$ cat src/rtl/vdecode_pipe.sv
// Registered instruction decode stage: opcode/funct decode, immediate extension, load-use stall.
// Latency: 1 cycle from acceptance (in_valid && in_ready) to out_valid.
// Backpressure: bundle held while out_valid && !out_ready; in_ready also drops for one bubble on a load-use hazard.
//
// Ports:
//   clk, rst                 rising-edge clock, synchronous active-high reset
//   in_valid/in_ready/inst   instruction handshake from fetch
//   out_valid/out_ready      decoded bundle handshake to the register-file/ALU stage
//   reg_dst, reg_s, reg_t    destination / source register numbers
//   imm_ext                  inst[15:0] extended to DATA_W (zero-extended for andi)
//   reg_write, mem_read, mem_write, memtoreg, alu_op, alu_src, illegal   control bundle
//   stat_inst, stat_illegal, stat_stall   saturating event counters
//
// Build option: define DECODE_STATS_EN to build the statistics counters; without it the
// stat_* outputs are constant zero and no counter flops exist.
module vdecode_pipe #(
    parameter int DATA_W = 32,
    parameter int CNT_W  = 16
) (
    input  logic              clk,
    input  logic              rst,
    input  logic              in_valid,
    output logic              in_ready,
    input  logic [31:0]       inst,
    output logic              out_valid,
    input  logic              out_ready,
    output logic [4:0]        reg_dst,
    output logic [4:0]        reg_s,
    output logic [4:0]        reg_t,
    output logic [DATA_W-1:0] imm_ext,
    output logic              reg_write,
    output logic              mem_read,
    output logic              mem_write,
    output logic              memtoreg,
    output logic [2:0]        alu_op,
    output logic [1:0]        alu_src,
    output logic              illegal,
    output logic [CNT_W-1:0]  stat_inst,
    output logic [CNT_W-1:0]  stat_illegal,
    output logic [CNT_W-1:0]  stat_stall
);

    // ------------------------------------------------------------------
    // Encodings
    // ------------------------------------------------------------------
    localparam logic [5:0] OP_RTYPE = 6'b000000;
    localparam logic [5:0] OP_ADDI  = 6'b001000;
    localparam logic [5:0] OP_ANDI  = 6'b001100;
    localparam logic [5:0] OP_LW    = 6'b100011;
    localparam logic [5:0] OP_SW    = 6'b101011;

    localparam logic [5:0] FN_ADD   = 6'b100000;
    localparam logic [5:0] FN_SUB   = 6'b100010;
    localparam logic [5:0] FN_AND   = 6'b100100;
    localparam logic [5:0] FN_OR    = 6'b100101;
    localparam logic [5:0] FN_SLT   = 6'b101010;

    localparam logic [2:0] ALU_ADD  = 3'b000;
    localparam logic [2:0] ALU_SUB  = 3'b001;
    localparam logic [2:0] ALU_AND  = 3'b010;
    localparam logic [2:0] ALU_OR   = 3'b011;
    localparam logic [2:0] ALU_SLT  = 3'b100;

    localparam logic [1:0] SRC_REG  = 2'b00;
    localparam logic [1:0] SRC_SEXT = 2'b01;
    localparam logic [1:0] SRC_ZEXT = 2'b10;

    // Decoded control bundle, carried as one packed word through the output register.
    typedef struct packed {
        logic [4:0]        reg_dst;
        logic [4:0]        reg_s;
        logic [4:0]        reg_t;
        logic [DATA_W-1:0] imm_ext;
        logic              reg_write;
        logic              mem_read;
        logic              mem_write;
        logic              memtoreg;
        logic [2:0]        alu_op;
        logic [1:0]        alu_src;
        logic              illegal;
    } bundle_t;

    // ------------------------------------------------------------------
    // Combinational decode of the incoming word
    // ------------------------------------------------------------------
    logic [5:0]        opcode;
    logic [5:0]        funct;
    logic [DATA_W-1:0] imm_sext;
    logic [DATA_W-1:0] imm_zext;
    logic [2:0]        rtype_alu_op;
    logic              rtype_ok;
    bundle_t           dec;
    logic              dec_reads_rs;
    logic              dec_reads_rt;

    assign opcode   = inst[31:26];
    assign funct    = inst[5:0];
    assign imm_sext = DATA_W'($signed(inst[15:0]));
    assign imm_zext = DATA_W'(inst[15:0]);

    // R-type funct lookup; rtype_ok low marks an unlisted funct.
    always_comb begin
        rtype_alu_op = ALU_ADD;
        rtype_ok     = 1'b1;
        case (funct)
            FN_ADD:  rtype_alu_op = ALU_ADD;
            FN_SUB:  rtype_alu_op = ALU_SUB;
            FN_AND:  rtype_alu_op = ALU_AND;
            FN_OR:   rtype_alu_op = ALU_OR;
            FN_SLT:  rtype_alu_op = ALU_SLT;
            default: rtype_ok     = 1'b0;
        endcase
    end

    always_comb begin
        // Register fields pass through unconditionally; everything else
        // defaults to the illegal/no-op encoding and is filled in per opcode.
        dec         = '0;
        dec.reg_s   = inst[25:21];
        dec.reg_t   = inst[20:16];
        dec.imm_ext = imm_sext;
        dec.illegal = 1'b0;

        case (opcode)
            OP_RTYPE: begin
                if (rtype_ok) begin
                    dec.reg_dst   = inst[15:11];
                    dec.reg_write = 1'b1;
                    dec.alu_op    = rtype_alu_op;
                    dec.alu_src   = SRC_REG;
                end else begin
                    dec.illegal   = 1'b1;
                end
            end
            OP_ADDI: begin
                dec.reg_dst   = inst[20:16];
                dec.reg_write = 1'b1;
                dec.alu_op    = ALU_ADD;
                dec.alu_src   = SRC_SEXT;
            end
            OP_ANDI: begin
                dec.reg_dst   = inst[20:16];
                dec.reg_write = 1'b1;
                dec.alu_op    = ALU_AND;
                dec.alu_src   = SRC_ZEXT;
                dec.imm_ext   = imm_zext;
            end
            OP_LW: begin
                dec.reg_dst   = inst[20:16];
                dec.reg_write = 1'b1;
                dec.mem_read  = 1'b1;
                dec.memtoreg  = 1'b1;
                dec.alu_op    = ALU_ADD;
                dec.alu_src   = SRC_SEXT;
            end
            OP_SW: begin
                dec.mem_write = 1'b1;
                dec.alu_op    = ALU_ADD;
                dec.alu_src   = SRC_SEXT;
            end
            default: begin
                dec.illegal   = 1'b1;
            end
        endcase
    end

    // Which source registers the incoming instruction actually consumes.
    // I-type ALU ops and lw write rt rather than read it, so only R-type
    // and sw count rt as a source. Illegal words read nothing.
    assign dec_reads_rs = !dec.illegal;
    assign dec_reads_rt = !dec.illegal && ((opcode == OP_RTYPE) || (opcode == OP_SW));

    // ------------------------------------------------------------------
    // Output register and handshake
    // ------------------------------------------------------------------
    bundle_t bundle_q, bundle_d;
    logic    out_valid_q, out_valid_d;
    logic    load_pending;
    logic    hazard;
    logic    accept;

    // A load sitting in the output register whose result the incoming
    // instruction needs. Holding off acceptance until the load has drained
    // yields exactly one bubble: the cycle after the drain, out_valid is low
    // so the hazard term vanishes and the held word is taken.
    assign load_pending = out_valid_q && bundle_q.mem_read && (bundle_q.reg_t != 5'd0);
    assign hazard       = load_pending &&
                          ((dec_reads_rs && (inst[25:21] == bundle_q.reg_t)) ||
                           (dec_reads_rt && (inst[20:16] == bundle_q.reg_t)));

    assign in_ready = (!out_valid_q || out_ready) && !hazard;
    assign accept   = in_valid && in_ready;

    always_comb begin
        bundle_d    = bundle_q;
        out_valid_d = out_valid_q;
        if (accept) begin
            // Covers simultaneous drain and load: the new bundle replaces
            // the old one and out_valid stays high.
            bundle_d    = dec;
            out_valid_d = 1'b1;
        end else if (out_ready) begin
            out_valid_d = 1'b0;
        end
    end

    always_ff @(posedge clk) begin
        if (rst) begin
            bundle_q    <= '0;
            out_valid_q <= 1'b0;
        end else begin
            bundle_q    <= bundle_d;
            out_valid_q <= out_valid_d;
        end
    end

    assign out_valid = out_valid_q;
    assign reg_dst   = bundle_q.reg_dst;
    assign reg_s     = bundle_q.reg_s;
    assign reg_t     = bundle_q.reg_t;
    assign imm_ext   = bundle_q.imm_ext;
    assign reg_write = bundle_q.reg_write;
    assign mem_read  = bundle_q.mem_read;
    assign mem_write = bundle_q.mem_write;
    assign memtoreg  = bundle_q.memtoreg;
    assign alu_op    = bundle_q.alu_op;
    assign alu_src   = bundle_q.alu_src;
    assign illegal   = bundle_q.illegal;

    // ------------------------------------------------------------------
    // Statistics counters
    // ------------------------------------------------------------------
`ifdef DECODE_STATS_EN
    localparam logic [CNT_W-1:0] CNT_MAX = {CNT_W{1'b1}};

    logic [CNT_W-1:0] stat_inst_q,    stat_inst_d;
    logic [CNT_W-1:0] stat_illegal_q, stat_illegal_d;
    logic [CNT_W-1:0] stat_stall_q,   stat_stall_d;

    // Each counter sticks at all-ones rather than wrapping.
    always_comb begin
        stat_inst_d    = stat_inst_q;
        stat_illegal_d = stat_illegal_q;
        stat_stall_d   = stat_stall_q;
        if (accept && (stat_inst_q != CNT_MAX)) begin
            stat_inst_d = stat_inst_q + CNT_W'(1);
        end
        if (accept && dec.illegal && (stat_illegal_q != CNT_MAX)) begin
            stat_illegal_d = stat_illegal_q + CNT_W'(1);
        end
        if (in_valid && hazard && (stat_stall_q != CNT_MAX)) begin
            stat_stall_d = stat_stall_q + CNT_W'(1);
        end
    end

    always_ff @(posedge clk) begin
        if (rst) begin
            stat_inst_q    <= '0;
            stat_illegal_q <= '0;
            stat_stall_q   <= '0;
        end else begin
            stat_inst_q    <= stat_inst_d;
            stat_illegal_q <= stat_illegal_d;
            stat_stall_q   <= stat_stall_d;
        end
    end

    assign stat_inst    = stat_inst_q;
    assign stat_illegal = stat_illegal_q;
    assign stat_stall   = stat_stall_q;
`else
    assign stat_inst    = '0;
    assign stat_illegal = '0;
    assign stat_stall   = '0;
`endif

endmodule

$ cat config.mk
export PLATFORM = sky130hd
export DESIGN_NAME = vdecode_pipe
export DESIGN_NICKNAME = d
export VERILOG_FILES = /design/src/rtl/vdecode_pipe.sv
export SDC_FILE = /design/constraint.sdc
export NUM_CORES = 1
export LEC_CHECK = 0
export ABC_AREA = 0
export CORE_MARGIN = 8
export CORE_UTILIZATION = 34
export DETAILED_ROUTE_END_ITERATION = 8
export PLACE_DENSITY = 0.83
export SKIP_CTS_REPAIR_TIMING = 1
export SYNTH_ARGS = -nofsm -noshare
export SYNTH_HDL_FRONTEND = slang
export SYNTH_SLANG_ARGS = --single-unit
$ cat constraint.sdc
create_clock -name clk -period 1.7 [get_ports clk]
set_input_delay 0.17 -clock clk [delete_from_list [all_inputs] [get_ports clk]]
set_output_delay 0.17 -clock clk [all_outputs]
set_load 0.02 [all_outputs]
==> qor.txt, run 1 <==
most frequent cells in the layout: clkdlybuf4s50_1, conb_1, buf_4
GPL Wtd Cong: 0.8442
Placed Area: 0.003512 sq mm
post-DR vias/cell: 4.935
min-delay worst type: input port to flip-flop
Post-Route WL: 9422 microns
final setup vio count: 43
final core utilization: 0.5523
Sw Share: 0.3275
Power per Cell Area: 644.3 mW/mm^2
FP Rows: 31
worst path cell trace: or4_4, o211ai_2, inv_2, o211ai_4, buf_4, buf_12, buf_8, nand4_1, a21oi_1
Critical Setup Path Class: flip-flop to flip-flop
Syn Area/Cell: 8.036 sq um
Tot GR Track Use: 0.1570
sequential cell area fraction in the yosys report: 0.3430
Final Skew: 7.706 ps
grt ovf: 0
Critical Path Sink Type: flip-flop
Psw: 827.1 uW
number of synthesized flops with an enable pin: 0
CP max stage delay: 530 ps
Synth top area share: 0.3430
I/O pin cnt: 143
RSZ-0062 raised after global routing: yes
clk buf depth: 2
synthesized area: 0.002451 sq mm
LEAKAGE: 1.616 nW
CTS tree: yes
commonest register cell after synthesis: dfxtp_1
ANT cells: 0
slack of the critical path: -351.2 ps
outcome: complete, but fails checks
area grow syn2layout: 59.93%
Yosys cell types: 42
antenna-violating nets left: 0
period utilization: 1.207
CTS Buf Count: 5
Crit path required time: 1940 ps
Die X: 100.9 microns
Internal: 1.699 mW
DR WL/cell: 17.91 microns
number of synthesized register bits: 42
TritonRoute pass-1 iters: 4
DR iter-0 viols: 155
Clk Latency, worst-skew pair: 300 ps
Root Driver: clkbuf_8
final worst path period need: 2051 ps
die footprint: 0.01018 sq mm
CTS Sinks: 42
data arrival time of the worst path: 2290 ps
CP max stage cell: or4_4
initial antenna violation count: 0
asr flop ratio synth: 0
via count: 2596
combinational share of power: 0.305
drt drc: 0
Core Box Area: 0.007098 sq mm
share of cells above drive strength 1: 0.2482
Final Max Slew Viols: 0
register area: 849.6 sq um
first-pass GRT wire length: 12560 microns
Synthesis Warnings: 0
fmax: 487.5 MHz
htree depth: 2
Max Cap Viol: 0
Fin Hold WS: 331.6 ps
endpoints failing hold: 0
largest net degree at the start of global routing: 35
PortBufs: 94
Clock power frac: 0.269
Die Y: 100.9 microns
Post-DP HPWL: 6726 microns
Worst-path clk slew: 80 ps
Post-Synthesis Cells: 305
post-synth top area cell: dfxtp_1
Design Area, Final: 0.003920 sq mm
failing checks: negative setup slack
crit path max fanout: 8
fin nets: 462
startpoint class of the critical path: flip-flop
worst vdd ir: 0.3266 mV
largest cells by area after synthesis: dfxtp_1, buf_4, a21oi_1
commonest non-fill, non-tap cell in the layout: clkdlybuf4s50_1
vias in the first global route: 2523
FILL cells: 635
Sequential Power Share: 0.426
footprint of the multi-input gates: 0.001401 sq mm
Starting Density: 0.3453
==> per-layer routing <==
metal / wire length, microns / global-route usage / share of wire
met1: 3557 / 0.1713 / 0.38
met2: 4708 / 0.2756 / 0.50
met3: 851 / 0.04282 / 0.090
met4: 305 / 0.07216 / 0.032
met5: 0 / 0 / 0
==> cells in the mapped netlist, drive strengths merged, types with 5 or more instances <==
| library cell | instances |
|---|---|
| a211oi | 5 |
| a21oi | 37 |
| a22oi | 5 |
| buf | 68 |
| clkbuf | 15 |
| dfxtp | 42 |
| inv | 5 |
| nand2 | 5 |
| nand3 | 29 |
| nor2 | 5 |
| o21ai | 35 |
| xnor2 | 7 |
==> power groups by stage <==
stage / clock network (mW) / logic [mW] / registers (mW)
final: 0.679 / 0.771 / 1.08
after global routing: 0.731 / 0.811 / 1.08
after CTS: 0.690 / 0.718 / 1.07
after detailed placement: 0 / 0.715 / 1.09
after global placement: 0 / 0.704 / 1.09
after floorplan: 0 / 0.402 / 1.15
==> final cells by class <==
class | count | share of cell area
multi-input combinational | 224 | 0.3575
timing repair buffer | 148 | 0.3651
inverter | 5 | 0.004788
tap | 99 | 0.03160
clock inverter | 2 | 0.003192
sequential | 42 | 0.2167
clock buffer | 6 | 0.02107
==> through the flow <==
stage / cells / TNS [ps] / setup WS, ps / power, mW
CTS: 515 / -14450 / -785.0 / 2.480
detailed placement: 507 / -23680 / -743.3 / 1.810
floorplan: 352 / -2715 / -197.3 / 1.557
global route: 526 / -13000 / -389.3 / 2.623
finish: 526 / -9414 / -351.2 / 2.526
global placement: 507 / -21770 / -726.7 / 1.795
==> critical path: cells and delay by family (launching register included) <==
kind | cells | cell delay [ps]
DFF | 1 | 350
buffers and inverters | 4 | 500
AOI/OAI and AO/OA | 3 | 460
and+or+nand+nor | 2 | 680
==> kinds of logic (layout without fill, tap and decap cells) <==
kind of cell | Yosys count | count (layout) | share of synthesized area
AOI/OAI and AO/OA | 94 | 95 | 0.2246
buffers and inverters | 88 | 161 | 0.2348
and+or+nand+nor | 68 | 69 | 0.1516
DFF | 42 | 42 | 0.3430
xor gates and xnor gates | 10 | 10 | 0.03573
muxes | 2 | 2 | 0.008678
other | 1 | 48 | 0.001530
==> final timing paths <==
| check | end | from | slack (ps) | cells past startpoint |
|---|---|---|---|---|
| worst max-delay path | mem_write | reg_t[2] | -350 | 9 |
| worst min-delay path | imm_ext[5] | inst[5] | 330 | 4 |
| worst max register to register | mem_write | reg_t[2] | -350 | 9 |
| worst min register to register | reg_s[3] | reg_s[3] | 480 | 2 |
==> state kept, by name, summed over array words and instances (netlist names) <==
signal,flops
out_valid,1
mem_write,1
illegal,1
reg_dst,5
alu_src,2
memtoreg,1
reg_s,5
reg_t,5
reg_write,1
imm_ext,17
alu_op,3
(Power assumes the default switching activity.)
==> inputs of run 2 (changes only) <==
MAX_ROUTING_LAYER = met4   (was not set)
==> qor.txt, run 2 (same netlist as run 1, synthesis figures left out) <==
hold wc startpoint: inst[5]
Critical Setup Path Class: flip-flop to flip-flop
Root Driver: clkbuf_8
fin nets: 452 (-2.2%)
htree depth: 2 (unchanged)
Fin Hold WS: 312.7 ps (-18.91 ps)
Worst-path clk slew: 80 ps (about the same)
CTS tree: yes
CP startpoint: reg_t[2]
RSZ-0062 raised after global routing: yes
Die X: 100.9 microns (unchanged)
Power per Cell Area: 664.2 mW/mm^2 (+3.1%)
area grow syn2layout: 53.75%
Power Total: 2.503 mW (-0.89%)
outcome: complete, but fails checks
vias in the first global route: 2530 (+0.28%)
RR Startpoint: reg_t[2]
slack of the critical path: -312.7 ps (+38.55 ps)
FP Rows: 31 (unchanged)
LEAKAGE: 1.535 nW (-5.0%)
Clk Latency, worst-skew pair: 300 ps (about the same)
fmax: 496.9 MHz (+1.9%)
final setup vio count: 43 (unchanged)
clk buf depth: 2 (unchanged)
die footprint: 0.01018 sq mm (unchanged)
crit path max fanout: 9 (+1)
Tot GR Track Use: 0.1610 (+0.003959)
most frequent cells in the layout: clkdlybuf4s50_1, conb_1, buf_4
largest net degree at the start of global routing: 35 (unchanged)
Post-Route WL: 8791 microns (-6.7%)
post-DR vias/cell: 4.890 (-0.93%)
commonest non-fill, non-tap cell in the layout: clkdlybuf4s50_1
Crit path required time: 1940 ps (about the same)
Post-DP HPWL: 6726 microns (unchanged)
Max Cap Viol: 0 (unchanged)
max FFs per register: 17 (unchanged)
TritonRoute pass-1 iters: 4 (unchanged)
DR WL/cell: 17.04 microns (-4.9%)
period utilization: 1.184 (-0.02268)
antenna-violating nets left: 0 (unchanged)
via count: 2523 (-2.8%)
initial antenna violation count: 0 (unchanged)
endpoints failing hold: 0 (unchanged)
Critical Path Sink Type: flip-flop
first-pass GRT wire length: 12540 microns (-0.21%)
Setup TNS: -9583 ps (-168.2 ps)
I/O pin cnt: 143 (unchanged)
final worst path period need: 2013 ps (-38.55 ps)
PortBufs: 94 (unchanged)
startpoint class of the critical path: flip-flop
worst vdd ir: 0.3257 mV (-0.27%)
share of cells above drive strength 1: 0.2134 (-0.03481)
failing checks: negative setup slack
ANT cells: 0 (unchanged)
DR iter-0 viols: 90 (-42%)
CTS Sinks: 42 (unchanged)
min-delay worst type: input port to flip-flop
register area: 849.6 sq um (unchanged)
grt ovf: 0 (unchanged)
CTS Buf Count: 5 (unchanged)
GPL Wtd Cong: 0.8573 (+1.6%)
data arrival time of the worst path: 2250 ps (-40 ps)
footprint of the multi-input gates: 0.001350 sq mm (-3.7%)
FILL cells: 647 (+1.9%)
Starting Density: 0.3453 (unchanged)
Final Skew: 7.507 ps (-0.1992 ps)
Die Y: 100.9 microns (unchanged)
drt drc: 0 (unchanged)
Final Max Slew Viols: 0 (unchanged)
Core Box Area: 0.007098 sq mm (unchanged)
run 2: cell types whose count changed in the layout (fill, tap and decap cells not counted), moves of 4 or more:
cell	previous run	this run
a21oi_2	7	3
o21ai_0	14	28
buf_6	6	2
a21oi_1	30	34
o21ai_1	20	5
run 2: cell type report:
| type | instances | share of cell area |
|---|---|---|
| clock inverters | 2 | 0.003320 |
| multi-input cells | 222 | 0.3582 |
| inverters | 5 | 0.004980 |
| flip-flops and latches | 42 | 0.2254 |
| well taps | 99 | 0.03287 |
| repair buffers | 140 | 0.3533 |
| clock buffers | 6 | 0.02191 |
run 2: power breakdown:
part | internal, mW | switching [mW]
sequential | 1.04 | 0.0380
clock | 0.326 | 0.350
combinational | 0.332 | 0.422
total | 1.69 | 0.809
run 2: final timing paths:
kind	to	slack, ps	cells after the start
setup / recovery	memtoreg	-310	6
hold / removal	imm_ext[5]	310	4
setup reg to reg	memtoreg	-310	6
hold reg to reg	imm_ext[8]	480	2
run 2: through the flow:
step                      area (sq um)    util  cells  worst slack [ps]
after detailed placement          3512  0.4948    507            -743.3
after floorplan                   2659       -    352            -197.3
after CTS                         3607  0.5082    515            -785.0
after global placement            3512  0.4948    507            -726.7
after global routing              3769  0.5309    516            -387.5
final                             3769  0.5309    516            -312.7
run 2: per-layer routing:
metal	wire (microns)	track usage	vias up	part of all wire
met1	3444	0.1738	1189	0.39
met3	764	0.03660	20	0.087
met5	0	-	-	0
met2	4355	0.2761	130	0.50
li1	-	-	1184	-
met4	227	0.07216	0	0.026
run 2: worst max-delay path: stages, from the launching register on:
cell	delay, ps
dfxtp_4	350
or4_4	530
o211ai_2	170
inv_2	90
o211a_4	190
or4_4	500
a21oi_2	130
==> inputs of run 3 (changes only) <==
ABC_CLOCK_PERIOD_IN_PS = 2320   (was not set)
CORE_ASPECT_RATIO = 0.8   (was not set)
CORE_UTILIZATION = 41   (was 34)
PLACE_DENSITY = 0.93   (was 0.83)
clock period = 2.32 ns   (was 1.7 ns; I/O delays follow)
==> qor.txt, run 3 (same netlist as run 1, synthesis figures left out) <==
final worst path period need: 2225 ps
ANT cells: 0 (unchanged)
fin nets: 440 (-2.7%)
endpoints failing hold: 0 (unchanged)
Max Cap Viol: 0 (unchanged)
max FFs per register: 17 (unchanged)
LEAKAGE: 1.379 nW (-10%)
met2 wire len: 3873 microns (-11%)
Die X: 102.4 microns (+1.5%)
metal3 WL: 925 microns (+21%)
Critical Setup Path Class: input port to primary output
antenna-violating nets left: 0 (unchanged)
uppermost layer routed: met4
share of cells above drive strength 1: 0.1210 (-0.09244)
initial antenna violation count: 0 (unchanged)
Sw Share: 0.3270 (+0.003675)
largest net degree at the start of global routing: 35 (unchanged)
Crit path required time: 2090 ps (+150 ps)
Power Total: 1.777 mW (-29%)
fmax: 449.4 MHz
period utilization: 0.9592
met1 wire length: 3151 microns (-8.5%)
Post-DP HPWL: 6393 microns (-4.9%)
fin cells: 486 (-5.8%)
startpoint class of the critical path: input port
CTS Buf Count: 5 (unchanged)
drt drc: 0 (unchanged)
most frequent cells in the layout: clkdlybuf4s50_1, conb_1, dfxtp_1
worst reg2reg path depth: 7 (+1)
combinational share of power: 0.288 (-0.013)
area grow syn2layout: 41.81%
Internal: 1.196 mW (-29%)
CTS tree: yes
GPL Wtd Cong: 0.9530 (+11%)
CTS Sinks: 42 (unchanged)
Psw: 581.3 uW (-28%)
first-pass GRT wire length: 12720 microns (+1.4%)
I/O pin cnt: 143 (unchanged)
clk buf depth: 2 (unchanged)
Critical Path Sink Type: primary output
outcome: finished clean
hold wc startpoint: imm_ext[11]
FF-to-FF End: alu_op[2]
htree depth: 2 (unchanged)
Hold Path Stages: 2 (-2)
Worst-path clk slew: 80 ps (about the same)
Clk Latency, worst-skew pair: 310 ps (about the same)
Final Max Slew Viols: 0 (unchanged)
Final Skew: 7.796 ps (+0.2892 ps)
Core Box Area: 0.005849 sq mm (-18%)
grt ovf: 0 (unchanged)
PortBufs: 94 (unchanged)
placed insts: 478 (-5.7%)
DR WL/cell: 16.72 microns (-1.8%)
Starting Density: 0.4190 (+0.07372)
Hold Path Sink: imm_ext[11]
Clock power frac: 0.269 (about the same)
Die Y: 85.16 microns (-16%)
R2R setup slack: 160 ps (+470 ps)
vias in the first global route: 2500 (-1.2%)
worst vdd ir: 0.3875 mV (+19%)
Post-Route WL: 8128 microns (-7.5%)
commonest non-fill, non-tap cell in the layout: clkdlybuf4s50_1
RSZ-0062 raised after global routing: no
Root Driver: clkbuf_8
min-delay worst type: flip-flop to flip-flop
die footprint: 0.008724 sq mm (-14%)
crit path max fanout: 3 (-6)
Tot GR Track Use: 0.1904 (+0.02944)
TritonRoute pass-1 iters: 4 (unchanged)
FP Rows: 25 (-19%)
RR Startpoint: reg_t[2]
Power per Cell Area: 511.4 mW/mm^2 (-23%)
via count: 2456 (-2.7%)
post-DR vias/cell: 5.053 (+3.4%)
DR iter-0 viols: 238 (+160%)
final setup vio count: 0 (-100%)
final core utilization: 0.5942 (+0.06329)
Setup TNS: 0 ps (+9583 ps)
data arrival time of the worst path: 1990 ps (-260 ps)
Sequential Power Share: 0.443 (+0.014)
## run 3: final cells by class
| cell class | instances | area, sq um |
|---|---|---|
| Clock buffer | 6 | 72.57 |
| Multi-Input combinational cell | 222 | 1217 |
| Tap cell | 81 | 101.3 |
| Fill cell | 527 | 2374 |
| Clock inverter | 2 | 13.76 |
| Sequential cell | 42 | 840.8 |
| Timing Repair Buffer | 128 | 1211 |
| Inverter | 5 | 18.77 |
## run 3: how the worst max path moves through the flow
stage / start / slack, ps / depth (start not counted) / end
after floorplan: reg_t[2] / 230 / 6 / in_ready
after global placement: inst[26] / -240 / 7 / in_ready
after CTS: inst[26] / -290 / 7 / in_ready
final: inst[30] / 90 / 7 / in_ready
after detailed placement: inst[26] / -280 / 7 / in_ready
after global routing: inst[30] / 50 / 7 / in_ready
## run 3: stage by stage
| step | hold WS (ps) | cell area, sq um | setup slack [ps] |
|---|---|---|---|
| floorplan | 379.7 | 2628 | 228.1 |
| global placement | 460.8 | 3381 | -240.1 |
| detailed placement | 468.3 | 3381 | -277.9 |
| finish | 480.9 | 3476 | 94.69 |
| CTS | 479.7 | 3467 | -286.6 |
| global route | 504.9 | 3476 | 46.62 |
## run 3: power groups by stage
stage | combinational (mW) | sequential [mW] | clock, mW
floorplan | 0.290 | 0.846 | 0
global placement | 0.498 | 0.802 | 0
detailed placement | 0.507 | 0.804 | 0
CTS | 0.508 | 0.787 | 0.484
global route | 0.547 | 0.792 | 0.507
finish | 0.512 | 0.787 | 0.479
## run 3: routing by layer
metal / vias up / global-route usage
li1: 1162 / -
met1: 1135 / 0.2237
met2: 139 / 0.3033
met3: 20 / 0.05151
met4: 0 / 0.06915
met5: - / -
## run 3: worst max-delay path, cell delays in order
cell and delay [ps]:
clkdlybuf4s50_1 430, or4b_1 560, nor2_1 110, a211o_1 170, o211ai_2 120, and2_1 170, dlymetal6s2s_1 200
